[src/rtl/lsu_stage.sv]
// Load/store unit stage: accepts one memory op from EX, runs a single bus transaction, returns extended load data.
// Optional misalignment trap is enabled by defining LSU_MISALIGN_CHECK_EN.
module lsu_stage (
  input  logic        clk,
  input  logic        rst,
  input  logic        req_valid,
  output logic        req_ready,
  input  logic        req_we,
  input  logic [2:0]  req_dmtype,
  input  logic [31:0] req_addr,
  input  logic [31:0] req_wdata,
  output logic        rsp_valid,
  output logic [31:0] rsp_rdata,
  output logic        rsp_err,
  output logic        mem_req,
  output logic        mem_we,
  output logic [31:0] mem_addr,
  output logic [3:0]  mem_be,
  output logic [31:0] mem_wdata,
  input  logic        mem_ack,
  input  logic [31:0] mem_rdata
);

  typedef enum logic [1:0] {
    ST_IDLE = 2'd0,
    ST_BUSY = 2'd1,
    ST_RESP = 2'd2
  } state_e;

  state_e      state_q, state_d;
  logic [1:0]  addr_lo_q, addr_lo_d;
  logic        we_q, we_d;
  logic [2:0]  dmtype_q, dmtype_d;
  logic        mem_req_q, mem_req_d;
  logic        mem_we_q, mem_we_d;
  logic [31:0] mem_addr_q, mem_addr_d;
  logic [3:0]  mem_be_q, mem_be_d;
  logic [31:0] mem_wdata_q, mem_wdata_d;
  logic        rsp_valid_q, rsp_valid_d;
  logic [31:0] rsp_rdata_q, rsp_rdata_d;
  logic        rsp_err_q, rsp_err_d;
  logic        misalign_s;

  // Access size: 0 = byte, 1 = halfword, 2 = word (reserved encodings are words)
  function automatic logic [1:0] size_f(input logic [2:0] dmtype);
    logic [1:0] sz;
    case (dmtype)
      3'b000, 3'b100: sz = 2'd0;
      3'b001, 3'b101: sz = 2'd1;
      default:        sz = 2'd2;
    endcase
    return sz;
  endfunction

  function automatic logic [3:0] be_f(input logic [2:0] dmtype, input logic [1:0] a);
    logic [3:0] be;
    case (size_f(dmtype))
      2'd0:    be = 4'b0001 << a;
      2'd1:    be = a[1] ? 4'b1100 : 4'b0011;
      default: be = 4'b1111;
    endcase
    return be;
  endfunction

  function automatic logic [31:0] wdata_f(input logic [2:0] dmtype, input logic [31:0] wd);
    logic [31:0] w;
    case (size_f(dmtype))
      2'd0:    w = {4{wd[7:0]}};
      2'd1:    w = {2{wd[15:0]}};
      default: w = wd;
    endcase
    return w;
  endfunction

  // Lane select then sign/zero extension; dmtype[2] marks the unsigned variants
  function automatic logic [31:0] load_f(input logic [2:0] dmtype, input logic [1:0] a,
                                         input logic [31:0] rd);
    logic [7:0]  b;
    logic [15:0] h;
    logic [31:0] r;
    b = rd[{a, 3'b000} +: 8];
    h = rd[{a[1], 4'b0000} +: 16];
    case (size_f(dmtype))
      2'd0:    r = dmtype[2] ? {24'd0, b} : {{24{b[7]}}, b};
      2'd1:    r = dmtype[2] ? {16'd0, h} : {{16{h[15]}}, h};
      default: r = rd;
    endcase
    return r;
  endfunction

`ifdef LSU_MISALIGN_CHECK_EN
  function automatic logic misalign_f(input logic [2:0] dmtype, input logic [1:0] a);
    logic m;
    case (size_f(dmtype))
      2'd1:    m = a[0];
      2'd2:    m = (a != 2'b00);
      default: m = 1'b0;
    endcase
    return m;
  endfunction

  assign misalign_s = misalign_f(req_dmtype, req_addr[1:0]);
`else
  assign misalign_s = 1'b0;
`endif

  // Next-state and next-output logic
  always_comb begin
    state_d     = state_q;
    addr_lo_d   = addr_lo_q;
    we_d        = we_q;
    dmtype_d    = dmtype_q;
    mem_req_d   = mem_req_q;
    mem_we_d    = mem_we_q;
    mem_addr_d  = mem_addr_q;
    mem_be_d    = mem_be_q;
    mem_wdata_d = mem_wdata_q;
    rsp_valid_d = 1'b0;
    rsp_rdata_d = rsp_rdata_q;
    rsp_err_d   = rsp_err_q;
    case (state_q)
      ST_IDLE: begin
        if (req_valid) begin
          addr_lo_d = req_addr[1:0];
          we_d      = req_we;
          dmtype_d  = req_dmtype;
          if (misalign_s) begin
            state_d     = ST_RESP;
            rsp_valid_d = 1'b1;
            rsp_err_d   = 1'b1;
            rsp_rdata_d = 32'd0;
          end else begin
            state_d     = ST_BUSY;
            mem_req_d   = 1'b1;
            mem_we_d    = req_we;
            mem_addr_d  = {req_addr[31:2], 2'b00};
            mem_be_d    = be_f(req_dmtype, req_addr[1:0]);
            mem_wdata_d = req_we ? wdata_f(req_dmtype, req_wdata) : 32'd0;
          end
        end else begin
          state_d = ST_IDLE;
        end
      end
      ST_BUSY: begin
        if (mem_ack) begin
          state_d     = ST_RESP;
          rsp_valid_d = 1'b1;
          rsp_err_d   = 1'b0;
          rsp_rdata_d = we_q ? 32'd0 : load_f(dmtype_q, addr_lo_q, mem_rdata);
          mem_req_d   = 1'b0;
          mem_we_d    = 1'b0;
          mem_addr_d  = 32'd0;
          mem_be_d    = 4'd0;
          mem_wdata_d = 32'd0;
        end else begin
          state_d = ST_BUSY;
        end
      end
      ST_RESP: state_d = ST_IDLE;
      default: state_d = ST_IDLE;
    endcase
  end

  // State register
  always_ff @(posedge clk) begin
    if (rst) begin
      state_q <= ST_IDLE;
    end else begin
      state_q <= state_d;
    end
  end

  // Captured request fields and registered bus/response outputs
  always_ff @(posedge clk) begin
    if (rst) begin
      addr_lo_q   <= 2'd0;
      we_q        <= 1'b0;
      dmtype_q    <= 3'd0;
      mem_req_q   <= 1'b0;
      mem_we_q    <= 1'b0;
      mem_addr_q  <= 32'd0;
      mem_be_q    <= 4'd0;
      mem_wdata_q <= 32'd0;
      rsp_valid_q <= 1'b0;
      rsp_rdata_q <= 32'd0;
      rsp_err_q   <= 1'b0;
    end else begin
      addr_lo_q   <= addr_lo_d;
      we_q        <= we_d;
      dmtype_q    <= dmtype_d;
      mem_req_q   <= mem_req_d;
      mem_we_q    <= mem_we_d;
      mem_addr_q  <= mem_addr_d;
      mem_be_q    <= mem_be_d;
      mem_wdata_q <= mem_wdata_d;
      rsp_valid_q <= rsp_valid_d;
      rsp_rdata_q <= rsp_rdata_d;
      rsp_err_q   <= rsp_err_d;
    end
  end

  assign req_ready = (state_q == ST_IDLE) && !rst;
  assign mem_req   = mem_req_q;
  assign mem_we    = mem_we_q;
  assign mem_addr  = mem_addr_q;
  assign mem_be    = mem_be_q;
  assign mem_wdata = mem_wdata_q;
  assign rsp_valid = rsp_valid_q;
  assign rsp_rdata = rsp_rdata_q;
  assign rsp_err   = rsp_err_q;

endmodule

[config.mk]
export PLATFORM = sky130hd
export DESIGN_NAME = lsu_stage
export DESIGN_NICKNAME = d
export VERILOG_FILES = /design/src/rtl/lsu_stage.sv
export SDC_FILE = /design/constraint.sdc
export NUM_CORES = 1
export LEC_CHECK = 0
export ABC_AREA = 1
export CORE_MARGIN = 2
export CORE_UTILIZATION = 30
export DETAILED_ROUTE_END_ITERATION = 12
export DONT_BUFFER_PORTS = 1
export HOLD_SLACK_MARGIN = 0.03
export SLEW_MARGIN = 20
export SYNTH_ARGS = -nofsm -noshare
export SYNTH_HDL_FRONTEND = slang
export SYNTH_SLANG_ARGS = --single-unit
[constraint.sdc]
create_clock -name clk -period 1.3 [get_ports clk]
set_input_delay 0.39 -clock clk [delete_from_list [all_inputs] [get_ports clk]]
set_output_delay 0.39 -clock clk [all_outputs]
set_load 0.02 [all_outputs]
== After elaboration in Yosys (flattened, before gate mapping) ==
Index checks and enable logic that the tools add are counted.
Word-level totals
  register bits: 111
  latch bits: 0
  memory bits (writable): 0
  memory bits (read-only): 0
  output and inout bits: 105
  word-level logic and storage cells: 73
  memories: 0
Operators by class
  add/subtract/negate cells: 0
  multipliers: 0
  div/mod/pow operators: 0
  order comparisons: 0
  equal/unequal tests: 11
  shifts and indexed selects: 3
  muxes and demuxes: 31
  bitwise operators: 1
  reductions and logical operators: 16
Operators with widths (count)
  32-bit one-hot mux with 2 select lines: 4
  32-bit 2-to-1 mux: 7
  32-bit by 6-bit indexed part select with 16-bit output: 1
  32-bit by 6-bit indexed part select with 8-bit output: 1
  4-bit one-hot mux with 2 select lines: 2
  3-bit equality test (second input constant): 4
  4-bit 2-to-1 mux: 3
  2-bit one-hot mux with 2 select lines: 3
  2-bit 2-to-1 mux: 5
  2-bit OR reduction: 5
  2-bit by 1-bit equality test with 1-bit output (second input constant): 3
  3-bit by 1-bit equality test with 1-bit output (second input constant): 2
  2-bit zero test: 3
  3-bit zero test: 2
  1-bit 2-to-1 mux: 5
  2-bit != test (second input constant): 2
  1-bit one-hot mux with 2 select lines: 2
  2-bit AND reduction: 2
  1-bit by 2-bit left shift with 4-bit output (first input constant): 1
  3-bit AND reduction: 1
  2-bit nonzero test: 1
  1-bit logical AND: 1
  1-bit zero test: 1
  1-bit NOT: 1

== Depth between registers and ports, before layout ==
Gate-level depths: netlist of run 1.
  word-level depth: 10
  gate-level depth with buffers: 11

== Worst setup path after synthesis of run 1 ==
Ideal clock, no wire load.
  kind: input -> output
  start: input port rst
  end: output port req_ready
  arrival time: 1038 ps
  required time: 910 ps
  slack: -128 ps
  stages on the path: 3
  cell sequence: clkbuf_1 -> clkbuf_1 -> nor2_1
On the way
  cells in the longest elaborated chain, start to end: 2
Ends and longest elaborated chain
  start: declaration: line 5  | input logic rst,
  1-bit zero test: line 202  | assign req_ready = (state_q == ST_IDLE) && !rst;
  1-bit logical AND: line 202
  end: declaration: line 7  | output logic req_ready,
Every way passes these cells.

== Final worst setup path of run 1 ==
  start: register state_q[1]
  end: register mem_wdata_q[19], in the netlist mem_wdata[19]
On the way
  cells in the longest elaborated chain, start to end: 3
Ends and longest elaborated chain
  start: declaration: line 30  | state_e state_q, state_d;
  start signal: assignment: line 169  | state_q <= state_d;
  2-bit by 1-bit equality test with 1-bit output / 2-bit zero test (equally long branches): line 121  | case (state_q)
  2-bit != test (no line) / 2-bit nonzero test (equally long branches)
  3-bit AND reduction (no line)
  end signal: assignment: line 195  | mem_wdata_q <= mem_wdata_d;
  end: declaration: line 38  | logic [31:0] mem_wdata_q, mem_wdata_d;
Several ways; a longest one is shown, not always the timed one.
A chain may end at the register's enable or synchronous reset.

==> summary.md, run 1 <==
| Metric | Value |
|---|---|
| DIE AREA | 16900 um2 |
| Worst slew margin | 54.7% |
| Post-Synth XOR/XNOR Area | 0% |
| Share of layout cells above drive strength 1 | 34.3% |
| Total number of vias | 4548 |
| Failing checks | negative setup slack |
| Core region area | 15700 um2 |
| Post-route ant nets | 0 |
| Post-synthesis mux area share | 0% |
| First-pass GRT wire length | 22400 um |
| Total track usage | about 17% |
| CP Capture Type | register |
| Layout Skew | 7.33 ps |
| Final setup TNS | -6070 ps |
| Max-slew violation count | 0 |
| CTS tree | yes |
| Mapped Avg Cell Area | 6.93 um2 |
| Num CTS Buffers | 9 |
| Clock transition at the registers of the reported paths | approximately 80 ps |
| Die extent in x | 130 um |
| Gpl congestion | 0.806 |
| PwrDens | roughly 1200 nW/um2 |
| NumNets Final | 816 |
| Synth Instances | just under 700 |
| Final setup margin | -149 ps |
| Post-synth top area share | 45.9% |
| Boundary Pins | 209 |
| Outcome | complete, but fails checks |
| Max-Cap Viols | 0 |
| Starting Density | 30.3% |
| Routed vias/inst | about 4.9 |
| Yosys cell types | 24 |
| CTS sink count | 109 |
| Critical path type | reg -> reg |
| Critical Path RT | 1550 ps |
| Floorplan row count | 46 |
| Worst-path fanout max | 7 |
| Register area share after synthesis | 45.9% |
| Least-Margin Pin Slew | 679 ps |
| Maximum resistive drop on vdd | 0.583 mV |
| H-Tree Depth | 3 |
| Compound-gate portion of the synthesized area | 18.5% |
| Post-Synth Adder-Cell Area | 0% |
| Synth cell count leaders | 261 x nand2_1, 117 x a21oi_1, 109 x dfxtp_1 |
| YS warnings | 0 |
| Post-synth EDFFs | 0 |
| Hold Crit Class | in -> reg |
| Half-perimeter wire length after placement | about 10000 um |
| Most frequent cell after synthesis | nand2_1 |
| Final core area utilization | 42.0% |
| Startpoint types | register |
| Top cells by area, synth | dfxtp_1 46%, nand2_1 21%, a21oi_1 12% |
| Static Leak | between 2 and 3 nW |
| Drt total wl | 15700 um |
| Post-DP Area | 5140 um2 |
| Clock Latency Late Sink | 350 ps |
| RSZ-0062 raised after global routing | true |
| Period utilization | 111% |
| Post-synthesis simple-gate area fraction | 27.6% |
| IO buf count | 0 |
| Area grow syn2layout | 38.8% |
| Routed wire per std cell | 16.8 um |
| Grt total ovfl | 0 |
| Number of diodes | 0 |
| Seq cells post-synth | 109 |
| Post-layout instance area | 6600 um2 |
| Remaining DRCs | 0 |
| Fmax | between 600 and 700 MHz |
| Syn Std Cell Area | between 4000 and 5000 um2 |
| Clock Tree Buf Depth | 2 |
| Final hold viol count | 0 |
| Pre-antenna DRT Iters | 4 |
| Largest area contributor in the netlist | dfxtp_1 |
| FFs w/ async S/R, synth | 0% |
| Largest net degree at the start of global routing | 107 |
| Final setup vio count | 92 |
| Vias in the first global route | 4183 |
| Worst EP arrival | ~1700 ps |
| Hold Worst Slack | 94.8 ps |
| Fill cells | between 1500 and 2000 |
| Antenna violations before repair | 0 |
| Most used DFF post-synth | dfxtp_1 |
| Initial DRC Count | 201 |
| Largest family of logic cells by synthesized area | simple AND/OR/NAND/NOR gates |
| Root buf cell | clkbuf_16 |
| Die H | between 100 and 150 um |
| Crit path time final | about 1400 ps |
==> cells in the final DEF (no fill, tap or decap), drive strengths merged <==
cell type,synthesis,routed
or2,1,1
o221ai,1,1
clkinvlp,0,1
o21ai,23,23
dfxtp,109,109
nand3,20,21
a21oi,124,124
o211ai,8,8
conb,1,3
clkinv,0,3
o22ai,8,8
clkbuf,26,13
inv,41,43
buf,19,54
nand2,266,266
nor2,39,39
==> cell type report <==
type	count	area [um2]	share of cell area, %
Clock buffer	10	229	3.47
Clock inverter	6	53.8	0.815
Inverter	41	199	3.01
Multi-Input combinational cell	494	2920	44.2
Sequential cell	109	2190	33.2
Tap cell	216	270	4.09
Timing Repair Buffer	57	738	11.2
==> report_power, final <==
group,leakage (nW),internal [mW],switching [mW]
sequential,0.892,3.52,0.351
clock,0.136,1.34,1.34
combinational,1.61,0.706,0.885
==> worst max-delay path: stages, from the launching register on <==
cell and delay (ps):
dfxtp_2 340, inv_2 70, buf_6 90, nand3_4 80, buf_6 140, nand2_8 80
inv_12 40, buf_12 120, buf_12 120, buf_16 140, nand2_2 60, a21oi_2 50
==> state kept, by name, indices dropped and copies added, names as in the netlist <==
name / cells
mem_wdata: 32
rsp_rdata: 32
mem_addr: 30
mem_be: 4
dmtype_q: 3
addr_lo_q: 2
state_q: 2
mem_req: 1
mem_we: 1
rsp_valid: 1
we_q: 1
==> routing by layer <==
metal / up-vias / track usage [%] / routed length (um)
met2: 188 / 27.3 / 7290
met5: - / 0 / 0
met3: 22 / 7.95 / 1810
met1: 2082 / 20.5 / 6270
met4: 0 / 6.07 / 323
li1: 2256 / - / -
==> logic make-up after synthesis <==
group           count (synthesis)
simple gates                  326
compound gates                164
flops                         109
buf+inv                        86
other cells                     1
==> final timing paths <==
kind	start	end	slack, ps	cells past startpoint
worst max-delay path	state_q[1]	mem_wdata[19]	-150	11
worst min-delay path	rst	mem_wdata[8]	90	1
worst min register to register	we_q	we_q	470	2
worst max register to register	state_q[1]	mem_wdata[19]	-150	11
==> metrics by stage <==
stage / cells / setup WS [ps] / total power, mW
floorplan: 688 / -21.7 / 4.65
detailed placement: 895 / -174 / 4.93
CTS: 929 / -163 / 8.04
global route: 933 / -201 / 8.54
finish: 933 / -149 / 8.14
global placement: 895 / -143 / 4.92
==> timing repair <==
action | in CTS | in global routing
gates cloned | 7 | 4
hold buffers | 0 | 0
pin swaps | 35 | 52
endpoints found under the setup margin | 94 | 103
endpoints found under the hold margin | 0 | 0
buffers inserted | 11 | 3
resized for setup | 81 | 162
(Power assumes the default switching activity.)
==> run 2, diff against run 1 <==
Settings changed: CORE_UTILIZATION 30 to 55, PLACE_DENSITY set to 0.73.
==> run 2 against run 1 <==
The flow still finishes with violations (negative setup slack); sequential share of layout area is 4.3 points higher; power fell by 11%; critical path depth decreased by 8; cell count is 13% lower; first-iteration DRC count grew 5.0%; critical path type is now reg -> out.
==> summary.md, run 2 (same netlist as run 1, synthesis figures left out) <==
| Metric | Value |
|---|---|
| Final setup vio count | 78 (-15%) |
| Total track usage | 27.7% (+11 points) |
| Clock transition at the registers of the reported paths | 120 ps (+40 ps) |
| Post-place setup slack | -110 ps (+64.0 ps) |
| Maximum resistive drop on vdd | 0.725 mV (+24%) |
| Crit path time final | 1440 ps (-9.81 ps) |
| Critical path type | reg -> out |
| CTS sink count | 109 (unchanged) |
| Register area | 2190 um2 (+0.11%) |
| Largest net degree at the start of global routing | 107 (unchanged) |
| Startpoint types | register |
| NumNets Final | 806 (-1.2%) |
| Final core area utilization | 70.4% (+28 points) |
| Routed wire per std cell | 17.6 um (+4.9%) |
| Share of total power in combinational logic | 19.0% (-0.5 points) |
| Antenna violations before repair | 0 (unchanged) |
| Area grow syn2layout | 22.9% |
| Clock Tree Buf Depth | 2 (unchanged) |
| CP endpoint | req_ready |
| Fmax | 695 MHz (+0.68%) |
| Static Leak | 2.30 nW (-13%) |
| Starting Density | 57.3% (+27 points) |
| Worst R2R Setup Slack | -80 ps (+70 ps) |
| CTS tree | yes |
| Final setup margin | -140 ps (+9.81 ps) |
| Commonest non-fill, non-tap cell in the layout | nand2_1 |
| Floorplan row count | 33 (-28%) |
| CP Capture Type | primary output |
| RSZ-0062 raised after global routing | true |
| Internal | 4.88 mW (-12%) |
| Crit. Startpoint | state_q[1] |
| Worst R2R End | mem_wdata[0] |
| H-Tree Depth | 3 (unchanged) |
| FF-to-FF path depth | 9 (-2) |
| Half-perimeter wire length after placement | 9320 um (-8.6%) |
| Post-route ant nets | 0 (unchanged) |
| Commonest non-fill, non-tap cells in the layout | 248 x nand2_1, 103 x dfxtp_1, 79 x a21oi_1 |
| Remaining DRCs | 0 (unchanged) |
| First-pass GRT wire length | 21600 um (-3.8%) |
| Vias in the first global route | 4463 (+6.7%) |
| Max-slew violation count | 0 (unchanged) |
| Grt total ovfl | 0 (unchanged) |
| Die H | 97 um (-25%) |
| Fill cells | 673 (-59%) |
| Register share of total power | 52.8% (+5.3 points) |
| Initial DRC Count | 211 (+5.0%) |
| Pre-antenna DRT Iters | 5 (+1) |
| PwrDens | 1250 nW/um2 (+0.97%) |
| Root buf cell | clkbuf_8 |
| Failing checks | negative setup slack |
| Core region area | 8300 um2 (-47%) |
| Layout Skew | 13.4 ps (+6.03 ps) |
| Net Switching | 2.40 mW (-6.8%) |
| Num CTS Buffers | 9 (unchanged) |
| Multi-input logic area | 2520 um2 (-14%) |
| Final hold viol count | 0 (unchanged) |
| Routed vias/inst | 5.71 (+17%) |
| IO buf count | 0 (unchanged) |
| Outcome | complete, but fails checks |
| Switching Fraction | 33.0% (+1.3 points) |
| Share of layout cells above drive strength 1 | 23.8% (-11 points) |
| Hold Worst Slack | 59.5 ps (-35.3 ps) |
| Number of diodes | 0 (unchanged) |
| Drt total wl | 14300 um (-8.7%) |
| Boundary Pins | 209 (unchanged) |
| Period utilization | 111% (-0.75 points) |
| Hold buffer count at cts | 0 (unchanged) |
| Critical Path RT | 910 ps (-640 ps) |
| Worst-path fanout max | 2 (-5) |
| Die extent in x | 97 um (-25%) |
| Worst reg2reg startpoint | state_q[1] |
| Max-Cap Viols | 0 (unchanged) |
| Hold Crit Class | in -> reg |
| Clock Latency Late Sink | 380 ps (+30 ps) |
| Gpl congestion | 0.953 (+18%) |
| Clock share of power | 28.2% (-4.7 points) |
| DIE AREA | 9410 um2 (-44%) |
| Worst EP arrival | 1050 ps (-650 ps) |
| Total number of vias | 4638 (+2.0%) |
run 2: cell types whose count changed in the layout (fill, tap and decap cells not counted), moves of 6 or more:
cell       delta
nand2_2      -13
nand2_4      -28
a21oi_2      -26
nand2_1      +41
nor2_2        +7
nor2_4        -9
clkbuf_16     -7
buf_4         -6
clkbuf_8      +9
o21ai_1       -6
a21oi_1      +26
run 2: critical path: stages, from the launching register on:
cell and delay [ps]:
dfxtp_2 360, inv_2 80, nand2_2 80, nor2_4 160
run 2: routing by layer:
layer	track usage [%]	part of all wire [%]	vias up
met1	31.6	38	2161
met2	48.4	50	208
li1	-	-	2238
met4	8.78	2.4	0
met5	0	0	-
met3	9.68	9.6	31
run 2: area by class of cell:
type / count / area share (%)
tap: 105 / 2.25
clock inverter: 7 / 1.33
clock buffer: 9 / 2.12
multi-input combinational: 494 / 43.2
timing repair buffer: 46 / 10.2
sequential: 109 / 37.5
timing repair inverter: 1 / 0.193
inverter: 41 / 3.25
run 2: metrics by stage:
stage	instances	total power, mW	cell area [um2]	setup TNS, ps
floorplan	688	4.65	4790	-64.1
global route	812	7.60	5850	-7320
CTS	800	7.04	5390	-539
detailed placement	777	4.90	4950	-3280
finish	812	7.28	5850	-2950
global placement	777	4.87	4950	-1320
run 2: power by group through the flow:
stage | logic [mW] | registers [mW] | clock network [mW]
after floorplan | 0.782 | 3.87 | 0
after detailed placement | 0.977 | 3.92 | 0
after global routing | 1.50 | 3.87 | 2.23
final | 1.38 | 3.85 | 2.05
after CTS | 1.12 | 3.84 | 2.07
after global placement | 0.953 | 3.92 | 0
run 2: worst min path at each step:
stage / startpoint / end / slack (ps) / cells past startpoint
floorplan: we_q / we_q / 440 / 2
global placement: we_q / we_q / 450 / 2
detailed placement: we_q / we_q / 450 / 2
CTS: rst / mem_wdata[4] / 60 / 1
global route: rst / mem_wdata[4] / 40 / 1
finish: rst / mem_wdata[19] / 60 / 1
run 2: what timing repair did:
| item | in CTS | in global routing |
|---|---|---|
| gates resized for setup | 47 | 80 |
| pin swaps | 13 | 19 |
| cloned | 4 | 6 |
| setup buffers | 3 | 6 |
| endpoints found under the setup margin | 98 | 91 |
==> run 3, diff against run 2 <==
Settings changed: CORE_UTILIZATION 55 to 57, PLACE_DENSITY 0.73 to 0.75.
==> run 3 against run 2 <==
The run still ends with negative setup slack left; sequential share of layout area down 2.7 points; die area fell by 3.4%; clock-buffer cell count is 1 higher; critical endpoint unchanged; critical path type unchanged; worst hold slack improved by 2.5 ps; global-route usage grew 0.24 points.
==> summary.md, run 3 (same netlist as run 1, synthesis figures left out) <==
| Metric | Value |
|---|---|
| Outcome | complete, but fails checks |
| Failing checks | negative setup slack |
| NumNets Final | 812 (+0.74%) |
| Worst slew margin | 58.7% |
| Routed vias/inst | 5.69 (-0.42%) |
| Boundary Pins | 209 (unchanged) |
| Critical-path cell list | inv_4, buf_6, nand2_4, nor2_4 |
| Multi-input logic area | 2960 um2 (+18%) |
| Final setup vio count | 75 (-3.8%) |
| Final setup TNS | -4990 ps (-2040 ps) |
| Worst-path fanout max | 2 (unchanged) |
| Drt total wl | 14300 um (-0.45%) |
| Core region area | 8130 um2 (-2.0%) |
| Fill cells | 575 (-15%) |
| Layout Skew | 9.16 ps (-4.20 ps) |
| Dpl cells | 779 (+0.26%) |
| First-pass GRT wire length | 19800 um (-8.0%) |
| Total number of vias | 4647 (+0.19%) |
| Vias in the first global route | 4216 (-5.5%) |
| Root buf cell | clkbuf_8 |
| Routed wire per std cell | 17.5 um (-1.1%) |
| Initial DRC Count | 192 (-9.0%) |
| Period utilization | 113% (+2.4 points) |
| Clock Tree Buf Depth | 2 (unchanged) |
| Register area | 2210 um2 (+0.86%) |
| Static Leak | 2.66 nW (+16%) |
| Post-route ant nets | 0 (unchanged) |
| Total track usage | 27.9% (+0.24 points) |
| Clock transition at the registers of the reported paths | 110 ps (about the same) |
| Antenna violations before repair | 0 (unchanged) |
| Final setup margin | -170 ps (-30.8 ps) |
| Crit path time final | 1470 ps (+30.8 ps) |
| DIE AREA | 9090 um2 (-3.4%) |
| Largest net degree at the start of global routing | 107 (unchanged) |
| Grt total ovfl | 0 (unchanged) |
| Fmax | 680 MHz (-2.1%) |
| Half-perimeter wire length after placement | 8880 um (-4.7%) |
| IO buf count | 0 (unchanged) |
| RSZ-0062 raised after global routing | true |
| Hold Crit Class | in -> reg |
| Final hold viol count | 0 (unchanged) |
| Least-Margin Pin Slew | 618 ps |
| Floorplan row count | 33 (unchanged) |
| PwrDens | 1170 nW/um2 (-6.3%) |
| CTS sink count | 109 (unchanged) |
| Die extent in x | 95.4 um (-1.7%) |
| Pre-antenna DRT Iters | 4 (-1) |
| Pwr Total | 7.41 mW (+1.9%) |
| H-Tree Depth | 3 (unchanged) |
| CTS tree | yes |
| Num CTS Buffers | 9 (unchanged) |
| Worst EP arrival | 1080 ps (+30 ps) |
| Max-slew violation count | 0 (unchanged) |
| Share of layout cells above drive strength 1 | 37.2% (+13 points) |
| Clock Latency Late Sink | 370 ps (about the same) |
| Critical Path RT | 910 ps (about the same) |
| Startpoint types | register |
| Area grow syn2layout | 33.7% |
| Remaining DRCs | 0 (unchanged) |
| CP Capture Type | primary output |
| Commonest non-fill, non-tap cells in the layout | 200 x nand2_1, 88 x dfxtp_1, 66 x a21oi_2 |
| Maximum resistive drop on vdd | 0.696 mV (-4.0%) |
| Critical path type | reg -> out |
| Gpl congestion | 0.908 (-4.7%) |
| Die H | 95.4 um (-1.7%) |
| Commonest non-fill, non-tap cell in the layout | nand2_1 |
| Max stage delay on crit path | 380 ps (+20 ps) |
| Slowest CP cell | dfxtp_4 |
| Starting Density | 58.5% (+1.2 points) |
| Hold buffer count at cts | 0 (unchanged) |
| Max-Cap Viols | 0 (unchanged) |
| Non-filler cells, final | 817 (+0.62%) |
| Number of diodes | 0 (unchanged) |
## run 3: changes by cell type in the layout (fill, tap and decap cells not counted), sizes merged
cell / delta
clkinv: +2
inv: -2
clkbuf: -3
buf: +10
clkinvlp: -2
## run 3: critical path, delay by kind of cell, from the launching register on
family | cells | cell delay [ps]
and+or+nand+nor | 2 | 190
buffers and inverters | 2 | 150
DFF | 1 | 380
## run 3: layout make-up
type	count	share of cell area (%)
Inverter	41	3.42
Clock inverter	5	0.728
Multi-Input combinational cell	494	46.6
Timing Repair Buffer	52	10.0
Tap cell	105	2.07
Timing Repair inverter	1	0.177
Clock buffer	10	2.16
Sequential cell	109	34.8
## run 3: where the power goes
group / total (mW) / internal, mW / switching (mW)
clock: 1.98 / 0.769 / 1.21
combinational: 1.56 / 0.664 / 0.898
sequential: 3.87 / 3.52 / 0.351
## run 3: path summary, 6_finish.rpt
kind                            depth (start not counted)  slack, ps       start             to
worst max-delay path                                    4       -170  state_q[1]      req_ready
worst min-delay path                                    1         60         rst  mem_wdata[23]
worst max register to register                          8       -130  state_q[0]  rsp_rdata[19]
worst min register to register                          2        490        we_q           we_q
## run 3: metal layers
| layer | routed length (um) | up-vias | track usage (%) |
|---|---|---|---|
| li1 | - | 2237 | - |
| met1 | 5270 | 2154 | 32.0 |
| met2 | 7310 | 220 | 46.9 |
| met3 | 1260 | 36 | 9.49 |
| met4 | 420 | 0 | 12.7 |
| met5 | 0 | - | 0 |
## run 3: metrics by stage
stage               cell area (um2)  worst slack, ps  utilization, %  hold slack [ps]
global route                   6360             -212            78.2             47.3
global placement               4940            -92.0            60.7              462
CTS                            5440             -188            66.9             69.3
detailed placement             4940             -148            60.7              467
finish                         6360             -170            78.2             62.1
floorplan                      4790            -21.7               -              441
## run 3: what timing repair did
action | 4_1_cts | 5_1_grt
resized for setup | 48 | 223
gates cloned | 6 | 2
setup endpoints to repair | 100 | 89
setup buffers | 2 | 13
pin swaps | 11 | 61
